==> src/rtl/ram_arbiter_pkg.sv <==
// Shared widths and ownership-state encoding for the RAM arbiter.
package ram_arbiter_pkg;

    localparam int unsigned DataWidth = 32;
    localparam int unsigned AddrWidth = 7;

    typedef enum logic [1:0] {
        StIdle  = 2'd0,
        StLock0 = 2'd1,
        StLock1 = 2'd2
    } own_state_e;

endpackage

==> src/rtl/ram_arbiter_rr_arbiter2.sv <==
// Two-input round-robin picker; ties go to the input not granted most recently.
module rr_arbiter2 (
    input  logic       clk,
    input  logic       reset,
    input  logic [1:0] req,
    input  logic       update,
    output logic [1:0] gnt
);

    // 1 = requester 1 won last, so requester 0 wins the next tie.
    logic last_q;

    always_comb begin
        gnt = 2'b00;
        unique case (req)
            2'b01:   gnt = 2'b01;
            2'b10:   gnt = 2'b10;
            2'b11:   gnt = last_q ? 2'b01 : 2'b10;
            default: gnt = 2'b00;
        endcase
    end

    always_ff @(posedge clk) begin
        if (reset) begin
            last_q <= 1'b1;
        end else if (update) begin
            last_q <= gnt[1];
        end
    end

endmodule

==> src/rtl/ram_arbiter.sv <==
// Round-robin arbiter with optional lock in front of a single-port registered-output RAM.
module ram_arbiter
    import ram_arbiter_pkg::*;
#(
    parameter int unsigned Data_width = DataWidth,
    parameter int unsigned Addr_width = AddrWidth
) (
    input  logic                  clk,
    input  logic                  reset,

    input  logic                  req_valid_0,
    output logic                  req_ready_0,
    input  logic                  req_we_0,
    input  logic                  req_lock_0,
    input  logic [Addr_width-1:0] req_addr_0,
    input  logic [Data_width-1:0] req_wdata_0,
    output logic                  rsp_valid_0,
    output logic [Data_width-1:0] rsp_rdata_0,

    input  logic                  req_valid_1,
    output logic                  req_ready_1,
    input  logic                  req_we_1,
    input  logic                  req_lock_1,
    input  logic [Addr_width-1:0] req_addr_1,
    input  logic [Data_width-1:0] req_wdata_1,
    output logic                  rsp_valid_1,
    output logic [Data_width-1:0] rsp_rdata_1,

    output logic                  ram_we,
    output logic [Addr_width-1:0] ram_address,
    output logic [Data_width-1:0] ram_d,
    input  logic [Data_width-1:0] ram_q
);

    own_state_e            state_q, state_d;
    logic [1:0]            req_mask;
    logic [1:0]            req_masked;
    logic [1:0]            gnt;
    logic                  any_gnt;
    logic                  sel_we;
    logic                  sel_lock;
    logic [Addr_width-1:0] sel_addr;
    logic [Data_width-1:0] sel_data;
    logic [Addr_width-1:0] addr_q;
    logic [Data_width-1:0] data_q;
    logic [1:0]            rsp_valid_q;

    always_comb begin
        req_mask = 2'b11;
        unique case (state_q)
            StIdle:  req_mask = 2'b11;
            StLock0: req_mask = 2'b01;
            StLock1: req_mask = 2'b10;
            default: req_mask = 2'b11;
        endcase
    end

    // No grant, hence no transfer or RAM write, while reset is held.
    assign req_masked = {req_valid_1, req_valid_0} & req_mask & {2{~reset}};

    rr_arbiter2 u_rr (
        .clk    (clk),
        .reset  (reset),
        .req    (req_masked),
        .update (any_gnt),
        .gnt    (gnt)
    );

    assign any_gnt     = |gnt;
    assign req_ready_0 = gnt[0];
    assign req_ready_1 = gnt[1];

    assign sel_we   = gnt[1] ? req_we_1    : req_we_0;
    assign sel_lock = gnt[1] ? req_lock_1  : req_lock_0;
    assign sel_addr = gnt[1] ? req_addr_1  : req_addr_0;
    assign sel_data = gnt[1] ? req_wdata_1 : req_wdata_0;

    assign ram_we      = any_gnt & sel_we;
    assign ram_address = any_gnt ? sel_addr : addr_q;
    assign ram_d       = any_gnt ? sel_data : data_q;

    always_ff @(posedge clk) begin
        if (reset) begin
            addr_q <= '0;
            data_q <= '0;
        end else if (any_gnt) begin
            addr_q <= sel_addr;
            data_q <= sel_data;
        end
    end

    always_ff @(posedge clk) begin
        if (reset) begin
            rsp_valid_q <= 2'b00;
        end else begin
            rsp_valid_q <= gnt & {2{~sel_we}};
        end
    end

    // Gated so a read granted just before reset never reports a response.
    assign rsp_valid_0 = rsp_valid_q[0] & ~reset;
    assign rsp_valid_1 = rsp_valid_q[1] & ~reset;
    assign rsp_rdata_0 = ram_q;
    assign rsp_rdata_1 = ram_q;

    always_comb begin
        state_d = state_q;
        unique case (state_q)
            StIdle: begin
                if (gnt[0] && req_lock_0) begin
                    state_d = StLock0;
                end else if (gnt[1] && req_lock_1) begin
                    state_d = StLock1;
                end
            end
            StLock0: if (gnt[0] && !sel_lock) state_d = StIdle;
            StLock1: if (gnt[1] && !sel_lock) state_d = StIdle;
            default: state_d = StIdle;
        endcase
    end

    always_ff @(posedge clk) begin
        if (reset) begin
            state_q <= StIdle;
        end else begin
            state_q <= state_d;
        end
    end

endmodule
==> config.mk <==
export PLATFORM = sky130hd
export DESIGN_NAME = ram_arbiter
export DESIGN_NICKNAME = d
export VERILOG_FILES = /design/src/rtl/ram_arbiter_pkg.sv /design/src/rtl/ram_arbiter_rr_arbiter2.sv /design/src/rtl/ram_arbiter.sv
export SDC_FILE = /design/constraint.sdc
export NUM_CORES = 1
export LEC_CHECK = 0
export ABC_AREA = 1
export BUFFER_PORTS_ARGS = -buffer_cell sky130_fd_sc_hd__buf_2
export CORE_MARGIN = 5
export CORE_UTILIZATION = 41
export CTS_BUF_LIST = sky130_fd_sc_hd__clkbuf_16
export CTS_CLUSTER_SIZE = 10
export DETAILED_ROUTE_END_ITERATION = 7
export PLACE_DENSITY_LB_ADDON = 0.1
export SLEW_MARGIN = 20
export SYNTH_ARGS = -nofsm -noshare
export SYNTH_HDL_FRONTEND = slang
export SYNTH_SLANG_ARGS = --single-unit
export TNS_END_PERCENT = 20
==> constraint.sdc <==
create_clock -name clk -period 1.4 [get_ports clk]
set_input_delay 0.21 -clock clk [delete_from_list [all_inputs] [get_ports clk]]
set_output_delay 0.21 -clock clk [all_outputs]
set_load 0.02 [all_outputs]
==> impl_metrics.yaml, run 1 <==
status:
  status: "complete, but fails checks"
  violations: "setup timing"
yosys:
  avgSynthCellArea_um2: 6.69
  syn_nets: 567
  synth_cells: 449
  synth_edf_count: 0
  ys_seq_area_share_pct: 29.3
  synthFlopType: "dfxtp_1"
  yosys_warnings: 0
  netlist_area_mm2: 0.00300
  synthArstFlopShare_pct: 0
  synth_seq_cells: 44
  ys_types: 25
worst_setup_path:
  cp-end-kind: "primary output"
  critical-path-top-delay-family: "buffers and inverters"
  r2r_cells: 12
  path_buf_inv: 5
  crit_cells: 12
  startpoint_type: "register"
  cp_common_cell: "nand2_1"
  cp_max_fo: 5
  crit_chain: "inv_2 > nand2_2 > nand3_2 > inv_4 > nand2_8 > buf_8 > buf_2 > nand2_1 > nand2_1 > nand2_1 > nand2_1 > buf_4"
  slowest_stage: "dfxtp_4"
  crit_type: "register to primary output"
  arrival_ns: 1.69
  required_ns: 1.19
  max_stage_delay_ns: 0.37
grt:
  grt_pass1_wl_um: 12800
  track_usage_pct: 17.4
  grt_pass1_vias: 3018
  antenna_found_initial: 0
  grt_overflow: 0
  grt_max_degree: 43
die:
  coreArea_mm2: 0.00718
  rows: 31
  initial_core_util_pct: 41.8
  die_h_um: 95.6
  fp.dieW_um: 95.6
  ios: 226
  design.die.area_mm2: 0.00914
cells_and_area:
  antenna_cells: 0
  layout.nets: 727
  n_fill_cell: 640
  layout-drive-gt1-share_pct: 65.9
  syn2layout_area_growth_pct: 61.4
  final_common_cell: "nand2_1"
  ff_latch_area_um2: 888
  final_cells: 706
  multi_input_area_mm2: 0.00172
  final_cell_mix: "140 x nand2_1, 96 x nand2_2, 92 x buf_2"
clock_tree:
  cts_root_buf: "clkbuf_16"
  htree_levels: 2
  cts_tree: "yes"
  cts_sinks: 44
  tritoncts.num_buffers: 5
  clockBufferDepth: 2
  clk_latency_ns: 0.28
  clk_pin_slew_ns: 0.06
routing:
  detail-route-antenna-nets: 0
  first_pass_iters: 4
  vias: 3214
  first_iter_violations: 86
  wl_um: 8990
  via_per_inst: 4.55
  wire_per_inst_um: 12.7
  drcViolationCount: 0
sta:
  setup_viol: 79
  timing.final.max_slew_violations: 0
  relSlewSlack_pct: 67.3
  post-route-period-util_pct: 136
  rsz0062_at_grt: "true"
  tightest_slew_ns: 0.490
  fin_crit_ns: 1.90
  fin_ws_ns: -0.505
  hold_violations: 0
  fin_worst_skew_ns: 0.00472
  whs_ns: 0.221
  max_freq_mhz: 525
power_and_ir_drop:
  vdd_drop_max_mv: 0.591
  finalPower_w: 0.00451
  p_leak_nw: 2.50
  powerDensity_mw_per_mm2: 931
worst_hold_path:
  whs_path_depth: 3
  hp-class: "input pin to register"
place:
  dp_worst_setup_slack_ns: -0.226
  io_buffers: 129
  gp_congestion: 0.713
  placed_cells: 673
  place_hpwl_um: 5800
flow_run:
  cap_violations: 0
-- cell type report --
| type | instances | share of cell area [%] |
|---|---|---|
| multi-input cells | 305 | 35.5 |
| repair buffers | 238 | 39.3 |
| flip-flops and latches | 44 | 18.3 |
| well taps | 99 | 2.56 |
| clock buffers | 5 | 2.58 |
| inverters | 15 | 1.68 |
-- cells by family after synthesis --
family	Yosys count	share of synthesized area (%)
and+or+nand+nor	262	34.5
DFF	44	29.3
AOI/OAI and AO/OA	43	12.1
buffers and inverters	100	24.1
-- synthesized netlist by cell type (2+ instances only) --
cell        n  area share, %
a21oi_1     2           0.33
dfxtp_1    44             29
inv_1      11            1.4
nand2_2     9            1.9
buf_2       6            1.0
nand2_1   233             29
inv_2       2           0.25
nor2_1      8            1.0
buf_4      70             17
a21oi_2    39             11
buf_12      3            2.0
nand4_1     2           0.42
clkbuf_1    3           0.37
nand3_1     6            1.0
-- path summary, 6_finish.rpt --
kind,startpoint,to,slack (ns)
max,state_q[1],ram_d[25],-0.50
min,req_lock_0,state_q[0],0.22
max reg2reg,state_q[0],data_q[25],-0.20
min reg2reg,data_q[9],data_q[9],0.47
-- worst min-delay path, cell delays in order --
cell,delay (ns)
buf_2,0.11
nand3_1,0.08
a21oi_1,0.06
-- flip-flops by register name, indices dropped and copies added, names as in the netlist --
name and flops:
state_q 2, rsp_valid_q 2, addr_q 7, data_q 32, u_rr.last_q 1
-- power breakdown --
group          internal (W)  leakage (nW)  switching (W)
registers           0.00136         0.363      0.0000472
clock network      0.000631        0.0616       0.000435
logic               0.00102          2.08        0.00101
total               0.00302          2.50        0.00149
-- metal layers --
layer / vias to the layer above / global-route usage, % / part of all wire (%) / wire length, um
met5: - / 0 / 0 / 0
met4: 0 / 5.45 / 1.6 / 141
met3: 25 / 4.26 / 6.9 / 619
met2: 93 / 32.7 / 51 / 4580
met1: 1461 / 19.0 / 41 / 3640
li1: 1635 / - / - / -
-- metrics by stage --
stage	TNS [ns]	instance area [um2]	util [%]
6_report	-21.55	4850	67.5
5_1_grt	-28.87	4850	67.5
4_1_cts	-18.89	4270	59.5
3_5_place_dp	-10.06	3840	53.5
3_3_place_gp	-7.35	3840	53.5
2_1_floorplan	-0.119	3060	-
-- what timing repair did --
action,CTS,global route
endpoints found under the hold margin,0,0
resized for setup,71,126
hold buffers,0,0
endpoints found under the setup margin,82,83
pin swaps,3,25
setup buffers,10,12
gates cloned,1,6
Note: power is estimated with default switching activity, not from simulation.
==> run 2, diff against run 1 <==
--- a/config.mk
+++ b/config.mk
@@ -5,10 +5,10 @@
 export SDC_FILE = /design/constraint.sdc
 export NUM_CORES = 1
 export LEC_CHECK = 0
-export ABC_AREA = 1
+export ABC_AREA = 0
 export BUFFER_PORTS_ARGS = -buffer_cell sky130_fd_sc_hd__buf_2
 export CORE_MARGIN = 5
-export CORE_UTILIZATION = 41
+export CORE_UTILIZATION = 40
 export CTS_BUF_LIST = sky130_fd_sc_hd__clkbuf_16
 export CTS_CLUSTER_SIZE = 10
 export DETAILED_ROUTE_END_ITERATION = 7
==> run 2 against run 1 <==
The run still ends with setup timing left. Die area fell by 2.7%. Sequential cell count unchanged. Total power up 6.3%. Clock power about the same. Register-to-register slack got worse by 0.08 ns. Routed wire length rose by 17%. Clock skew is 0.0017 ns lower. Critical endpoint is now ram_d[26]. Highest routed layer unchanged.
==> impl_metrics.yaml, run 2 <==
yosys:
  ys_seq_area_share_pct: 31.0
  synth_top_area_share_pct: 31.0
  synth_common_cells: "79 x nand2_1, 66 x buf_4, 44 x dfxtp_1"
  synthFlopType: "dfxtp_1"
  synth_top_cell_by_area: "dfxtp_1"
  avgSynthCellArea_um2: 7.76
  synth_area_leaders: "dfxtp_1 31%, buf_4 17%, a311oi_1 12%"
  syn_nets: 484
  yosysMostFrequentCell: "nand2_1"
  synth_edf_count: 0
  synthArstFlopShare_pct: 0
  netlist_area_mm2: 0.00284
  synth_seq_cells: 44
  yosys_warnings: 0
  ys_types: 28
  synth_cells: 366
grt:
  track_usage_pct: 20.4
  grt_max_degree: 28
  grt_pass1_vias: 3267
  grt_overflow: 0
  antenna_found_initial: 0
  grt_pass1_wl_um: 14900
sta:
  post-route-period-util_pct: 145
  relSlewSlack_pct: 75.4
  fin_crit_ns: 2.03
  tightest_slew_ns: 0.360
  max_freq_mhz: 493
  fin_worst_skew_ns: 0.00299
  rsz0062_at_grt: "true"
  whs_ns: 0.143
  setup_viol: 83
  hold_violations: 0
  fin_ws_ns: -0.627
  timing.final.max_slew_violations: 0
power_and_ir_drop:
  finalPower_w: 0.00479
  powerDensity_mw_per_mm2: 886
  power_frac_seq_pct: 29.2
  clkPwrFrac_pct: 22.8
  p_leak_nw: 2.22
  pwr-share-comb_pct: 48.0
  vdd_drop_max_mv: 0.593
  p_switching_w: 0.00164
  intPower_w: 0.00316
  swShare_pct: 34.1
cells_and_area:
  final_common_cell: "buf_4"
  syn2layout_area_growth_pct: 90.4
  layout-drive-gt1-share_pct: 73.9
  final_cell_mix: "111 x buf_4, 87 x buf_2, 52 x nand2_2"
  antenna_cells: 0
  reg_top3: "data_q x32, addr_q x7"
  layout.nets: 650
  largest_reg_flops: 32
  top_register: "data_q"
routing:
  wl_um: 10500
  vias: 3352
  detail-route-antenna-nets: 0
  wire_per_inst_um: 16.7
  drcViolationCount: 0
  first_pass_iters: 4
  via_per_inst: 5.33
  first_iter_violations: 72
die:
  ios: 226
  fp.dieW_um: 94.3
  design.die.area_mm2: 0.00889
  initial_core_util_pct: 41.3
  coreArea_mm2: 0.00687
  rows: 30
  die_h_um: 94.3
worst_setup_path:
  max_stage_delay_ns: 0.34
  cp-end-kind: "primary output"
  arrival_ns: 1.82
  crit_chain: "buf_4 > nand2b_1 > a21o_4 > buf_4 > a21oi_1 > a31oi_4 > buf_6"
  required_ns: 1.19
  slowest_stage: "dfxtp_2"
  critical-path-top-delay-family: "compound AO/OA/AOI/OAI gates"
  cp_common_cell: "buf_4"
  crit_type: "register to primary output"
  cp_max_fo: 12
  startpoint_type: "register"
  path_buf_inv: 3
clock_tree:
  clk_latency_ns: 0.28
  tritoncts.num_buffers: 5
  htree_levels: 2
  cts_sinks: 44
  cts_tree: "yes"
  cts_root_buf: "clkbuf_16"
  clockBufferDepth: 2
  clk_pin_slew_ns: 0.06
worst_hold_path:
  hp-class: "input pin to register"
flow_run:
  cap_violations: 0
status:
  status: "complete, but fails checks"
  violations: "setup timing"
place:
  io_buffers: 129
  place_hpwl_um: 7180
  gp_congestion: 0.709
[run 2: cell count changes after synthesis, moves of 6 or more]
| cell | delta |
|---|---|
| a21oi_2 | -38 |
| nand2_2 | -9 |
| nand3_1 | -6 |
| clkbuf_1 | +8 |
| a311oi_1 | +39 |
| a21oi_1 | +39 |
| buf_2 | +7 |
| a31oi_1 | +38 |
| nand2_1 | -154 |
| inv_1 | -9 |
[run 2: layout make-up]
cell class	instances	area [um2]
fillers	485	1460
multi-input cells	225	2220
clock inverters	3	11.3
clock buffers	5	125
inverters	3	18.8
flip-flops and latches	44	883
repair buffers	253	2030
well taps	96	120
[run 2: layer usage]
layer  GRT usage (%)  share of wire [%]  vias to the layer above
met2            37.3                 52                      132
met1            23.8                 39                     1583
li1                -                  -                     1607
met5               0                  0                        -
met4            4.69                1.9                        0
met3            4.89                7.0                       30
[run 2: cells by family after synthesis]
family                     after synthesis  share of synthesized area (%)
DFF                                     44                           31.0
AOI/OAI and AO/OA                      127                           30.5
adders and majority gates                1                          0.352
and+or+nand+nor                         95                           14.2
muxes                                    1                          0.352
buffers and inverters                   98                           23.6
[run 2: power groups by stage]
stage	Combinational, W	Sequential (W)	Clock (W)
6_report	0.00230	0.00140	0.00109
5_1_grt	0.00244	0.00141	0.00117
4_1_cts	0.00198	0.00139	0.00112
3_5_place_dp	0.00183	0.00142	0
3_3_place_gp	0.00181	0.00142	0
2_1_floorplan	0.00137	0.00141	0
[run 2: what timing repair did]
item | 4_1_cts | 5_1_grt
cloned | 0 | 7
endpoints found under the setup margin | 83 | 83
gates resized for setup | 59 | 115
pin swaps | 4 | 5
setup buffers | 1 | 3
hold buffers | 0 | 0
[run 2: worst paths after layout]
kind	from	endpoint	slack, ns	cells past startpoint
max	state_q[1]	ram_d[26]	-0.63	7
min	req_we_1	rsp_valid_q[1]	0.14	2
max reg2reg	state_q[1]	data_q[27]	-0.28	7
min reg2reg	state_q[0]	state_q[1]	0.51	1
[run 2: metrics by stage]
stage          setup WS (ns)  cell area, um2  util [%]  setup TNS (ns)  std cells
3_5_place_dp          -0.366            4500      65.5          -20.26        610
3_3_place_gp          -0.317            4500      65.5          -17.29        610
5_1_grt               -0.693            5410      78.7          -37.85        629
6_report              -0.627            5410      78.7          -31.82        629
2_1_floorplan         -0.207            3500         -           -9.78        366
4_1_cts               -0.592            4840      70.4          -30.29        619
==> run 3, diff against run 2 <==
--- a/config.mk
+++ b/config.mk
@@ -9,12 +9,13 @@
 export BUFFER_PORTS_ARGS = -buffer_cell sky130_fd_sc_hd__buf_2
 export CORE_MARGIN = 5
 export CORE_UTILIZATION = 40
-export CTS_BUF_LIST = sky130_fd_sc_hd__clkbuf_16
 export CTS_CLUSTER_SIZE = 10
 export DETAILED_ROUTE_END_ITERATION = 7
+export MAX_ROUTING_LAYER = met4
 export PLACE_DENSITY_LB_ADDON = 0.1
 export SLEW_MARGIN = 20
 export SYNTH_ARGS = -nofsm -noshare
 export SYNTH_HDL_FRONTEND = slang
+export SYNTH_HIERARCHICAL = 1
 export SYNTH_SLANG_ARGS = --single-unit
 export TNS_END_PERCENT = 20
==> run 3 against run 2 <==
The run still ends with setup timing left. Global-route usage is 6.2 points lower. Sequential power barely moved. Clock power shrank 31%. Non-clock buffer count decreased by 96. Synthesized cell count down 14%. Sequential share of layout area grew 6.3 points. Via count fell by 32%. Register-to-register slack worse by 0.15 ns.
==> impl_metrics.yaml, run 3 <==
power_and_ir_drop:
  p_switching_w: 0.00120
  power_frac_seq_pct: 38.6
  intPower_w: 0.00245
  vdd_drop_max_mv: 0.427
  p_leak_nw: 1.70
  swShare_pct: 32.9
  powerDensity_mw_per_mm2: 937
  pwr-share-comb_pct: 40.8
  clkPwrFrac_pct: 20.6
status:
  status: "complete, but fails checks"
  violations: "setup timing"
sta:
  rsz0062_at_grt: "true"
  hold_violations: 0
  fin_crit_ns: 2.11
  whs_ns: 0.146
  setup_viol: 86
  post-route-period-util_pct: 151
  timing.final.max_slew_violations: 0
  tns_ns: -41.36
  fin_ws_ns: -0.714
  relSlewSlack_pct: 76.2
  tightest_slew_ns: 0.357
  max_freq_mhz: 473
  fin_worst_skew_ns: 0.00648
cells_and_area:
  layout.nets: 513
  reg_top3: "data_q x32, addr_q x7"
  final_cell_mix: "110 x buf_2, 42 x dfxtp_1, 40 x nand2_1"
  layout-drive-gt1-share_pct: 61.0
  final_common_cell: "buf_2"
  n_fill_cell: 614
  antenna_cells: 0
  stdcell_area_mm2: 0.00390
  final_util_pct: 57.1
  syn2layout_area_growth_pct: 38.3
  final_cells: 491
  multi_input_area_mm2: 0.00165
  ff_latch_area_um2: 883
  largest_reg_flops: 32
  top_register: "data_q"
yosys:
  synth_common_cells: "66 x buf_4, 44 x dfxtp_1, 40 x nand2_1"
  synthFlopType: "dfxtp_1"
  yosys_warnings: 6
  synth_edf_count: 0
  synth_seq_cells: 44
  synth_cells: 315
  synth_top_cell_by_area: "dfxtp_1"
  synth_area_leaders: "dfxtp_1 31%, buf_4 18%, mux2i_1 14%"
  yosysMostFrequentCell: "buf_4"
  syn_nets: 433
  netlist_area_mm2: 0.00282
  synth_top_area_share_pct: 31.2
  ys_seq_area_share_pct: 31.2
  synthArstFlopShare_pct: 0
  avgSynthCellArea_um2: 8.95
  ys_types: 30
worst_setup_path:
  worst-r2r-setup-slack_ns: -0.43
  cp_max_fo: 7
  cp-startpoint: "state_q[0]"
  required_ns: 1.19
  cp-end-kind: "primary output"
  rr_startpoint: "state_q[0]"
  startpoint_type: "register"
  crit_type: "register to primary output"
  arrival_ns: 1.90
  rr_endpoint: "state_q[0]"
  r2r_cells: 9
grt:
  grt_pass1_vias: 2139
  grt_pass1_wl_um: 9850
  grt_overflow: 0
  antenna_found_initial: 0
  grt_max_degree: 40
  track_usage_pct: 14.1
die:
  coreArea_mm2: 0.00683
  design.die.area_mm2: 0.00883
  initial_core_util_pct: 41.3
  rows: 30
  die_h_um: 94.0
  fp.dieW_um: 94.0
  ios: 226
routing:
  wire_per_inst_um: 14.4
  first_pass_iters: 4
  detail-route-antenna-nets: 0
  via_per_inst: 4.61
  first_iter_violations: 65
  drcViolationCount: 0
  vias: 2263
  wl_um: 7070
worst_hold_path:
  hp-class: "input pin to register"
  whs_endpoint: "rsp_valid_q[1]"
  hold_path_startpoint: "req_we_1"
  whs_path_depth: 2
place:
  dpl_cell_area_mm2: 0.00323
  place_hpwl_um: 4870
  io_buffers: 129
  gp_congestion: 0.761
  placed_cells: 476
clock_tree:
  cts_tree: "yes"
  cts_root_buf: "clkbuf_8"
  cts_sinks: 44
  ctsHoldBuffers: 0
  clockBufferDepth: 2
  clk_pin_slew_ns: 0.07
  clk_latency_ns: 0.29
  tritoncts.num_buffers: 5
  htree_levels: 2
flow_run:
  cap_violations: 0
-- run 3: logic make-up after synthesis --
family / Yosys count / share of synthesized area (%)
flip-flops: 44 / 31.2
AND/OR/NAND/NOR: 87 / 15.9
buffers and inverters: 90 / 23.1
multiplexers: 39 / 13.8
AO/OA/AOI/OAI: 55 / 16.0
-- run 3: cell type report --
| cell class | count | area share (%) |
|---|---|---|
| Clock buffer | 6 | 1.86 |
| Tap cell | 96 | 3.08 |
| Sequential cell | 44 | 22.6 |
| Inverter | 6 | 0.577 |
| Timing Repair Buffer | 157 | 29.4 |
| Multi-Input combinational cell | 181 | 42.3 |
| Clock inverter | 1 | 0.128 |
-- run 3: what timing repair did --
| action | in CTS | in global routing |
|---|---|---|
| setup buffers | 0 | 3 |
| pin swaps | 13 | 17 |
| cloned | 0 | 5 |
| setup endpoints to repair | 86 | 86 |
| gates resized for setup | 11 | 85 |
-- run 3: worst max-delay path: stages (launching register included) --
cell       delay (ns)
dfxtp_2          0.33
inv_2            0.05
o211a_1          0.25
a21boi_4         0.18
buf_12           0.17
clkbuf_16        0.18
mux2i_4          0.22
o21ai_2          0.09
buf_6            0.13
-- run 3: worst max path at each step --
stage	end	cells after the start
after floorplan	data_q[28]	8
after global placement	ram_d[0]	8
final	ram_d[26]	8
after detailed placement	ram_d[11]	7
after global routing	ram_address[0]	8
after CTS	ram_d[11]	7
-- run 3: power by group through the flow --
stage	Combinational (W)	Sequential, W	Clock, W
2_1_floorplan	0.00105	0.00141	0
3_3_place_gp	0.00117	0.00141	0
3_5_place_dp	0.00117	0.00141	0
4_1_cts	0.00119	0.00138	0.000797
5_1_grt	0.00160	0.00142	0.000845
6_report	0.00149	0.00141	0.000755
-- run 3: per-stage QoR --
| stage | total power, W | worst slack (ns) |
|---|---|---|
| after floorplan | 0.00246 | -0.564 |
| after global placement | 0.00259 | -0.407 |
| after detailed placement | 0.00258 | -0.434 |
| after CTS | 0.00337 | -0.761 |
| after global routing | 0.00387 | -0.838 |
| final | 0.00366 | -0.714 |
-- run 3: routing by layer --
| layer | up-vias | global-route usage (%) | share of wire [%] |
|---|---|---|---|
| met4 | 0 | 4.57 | 1.5 |
| li1 | 1154 | - | - |
| met3 | 24 | 3.77 | 7.9 |
| met5 | - | - | 0 |
| met2 | 98 | 23.4 | 49 |
| met1 | 987 | 16.7 | 42 |
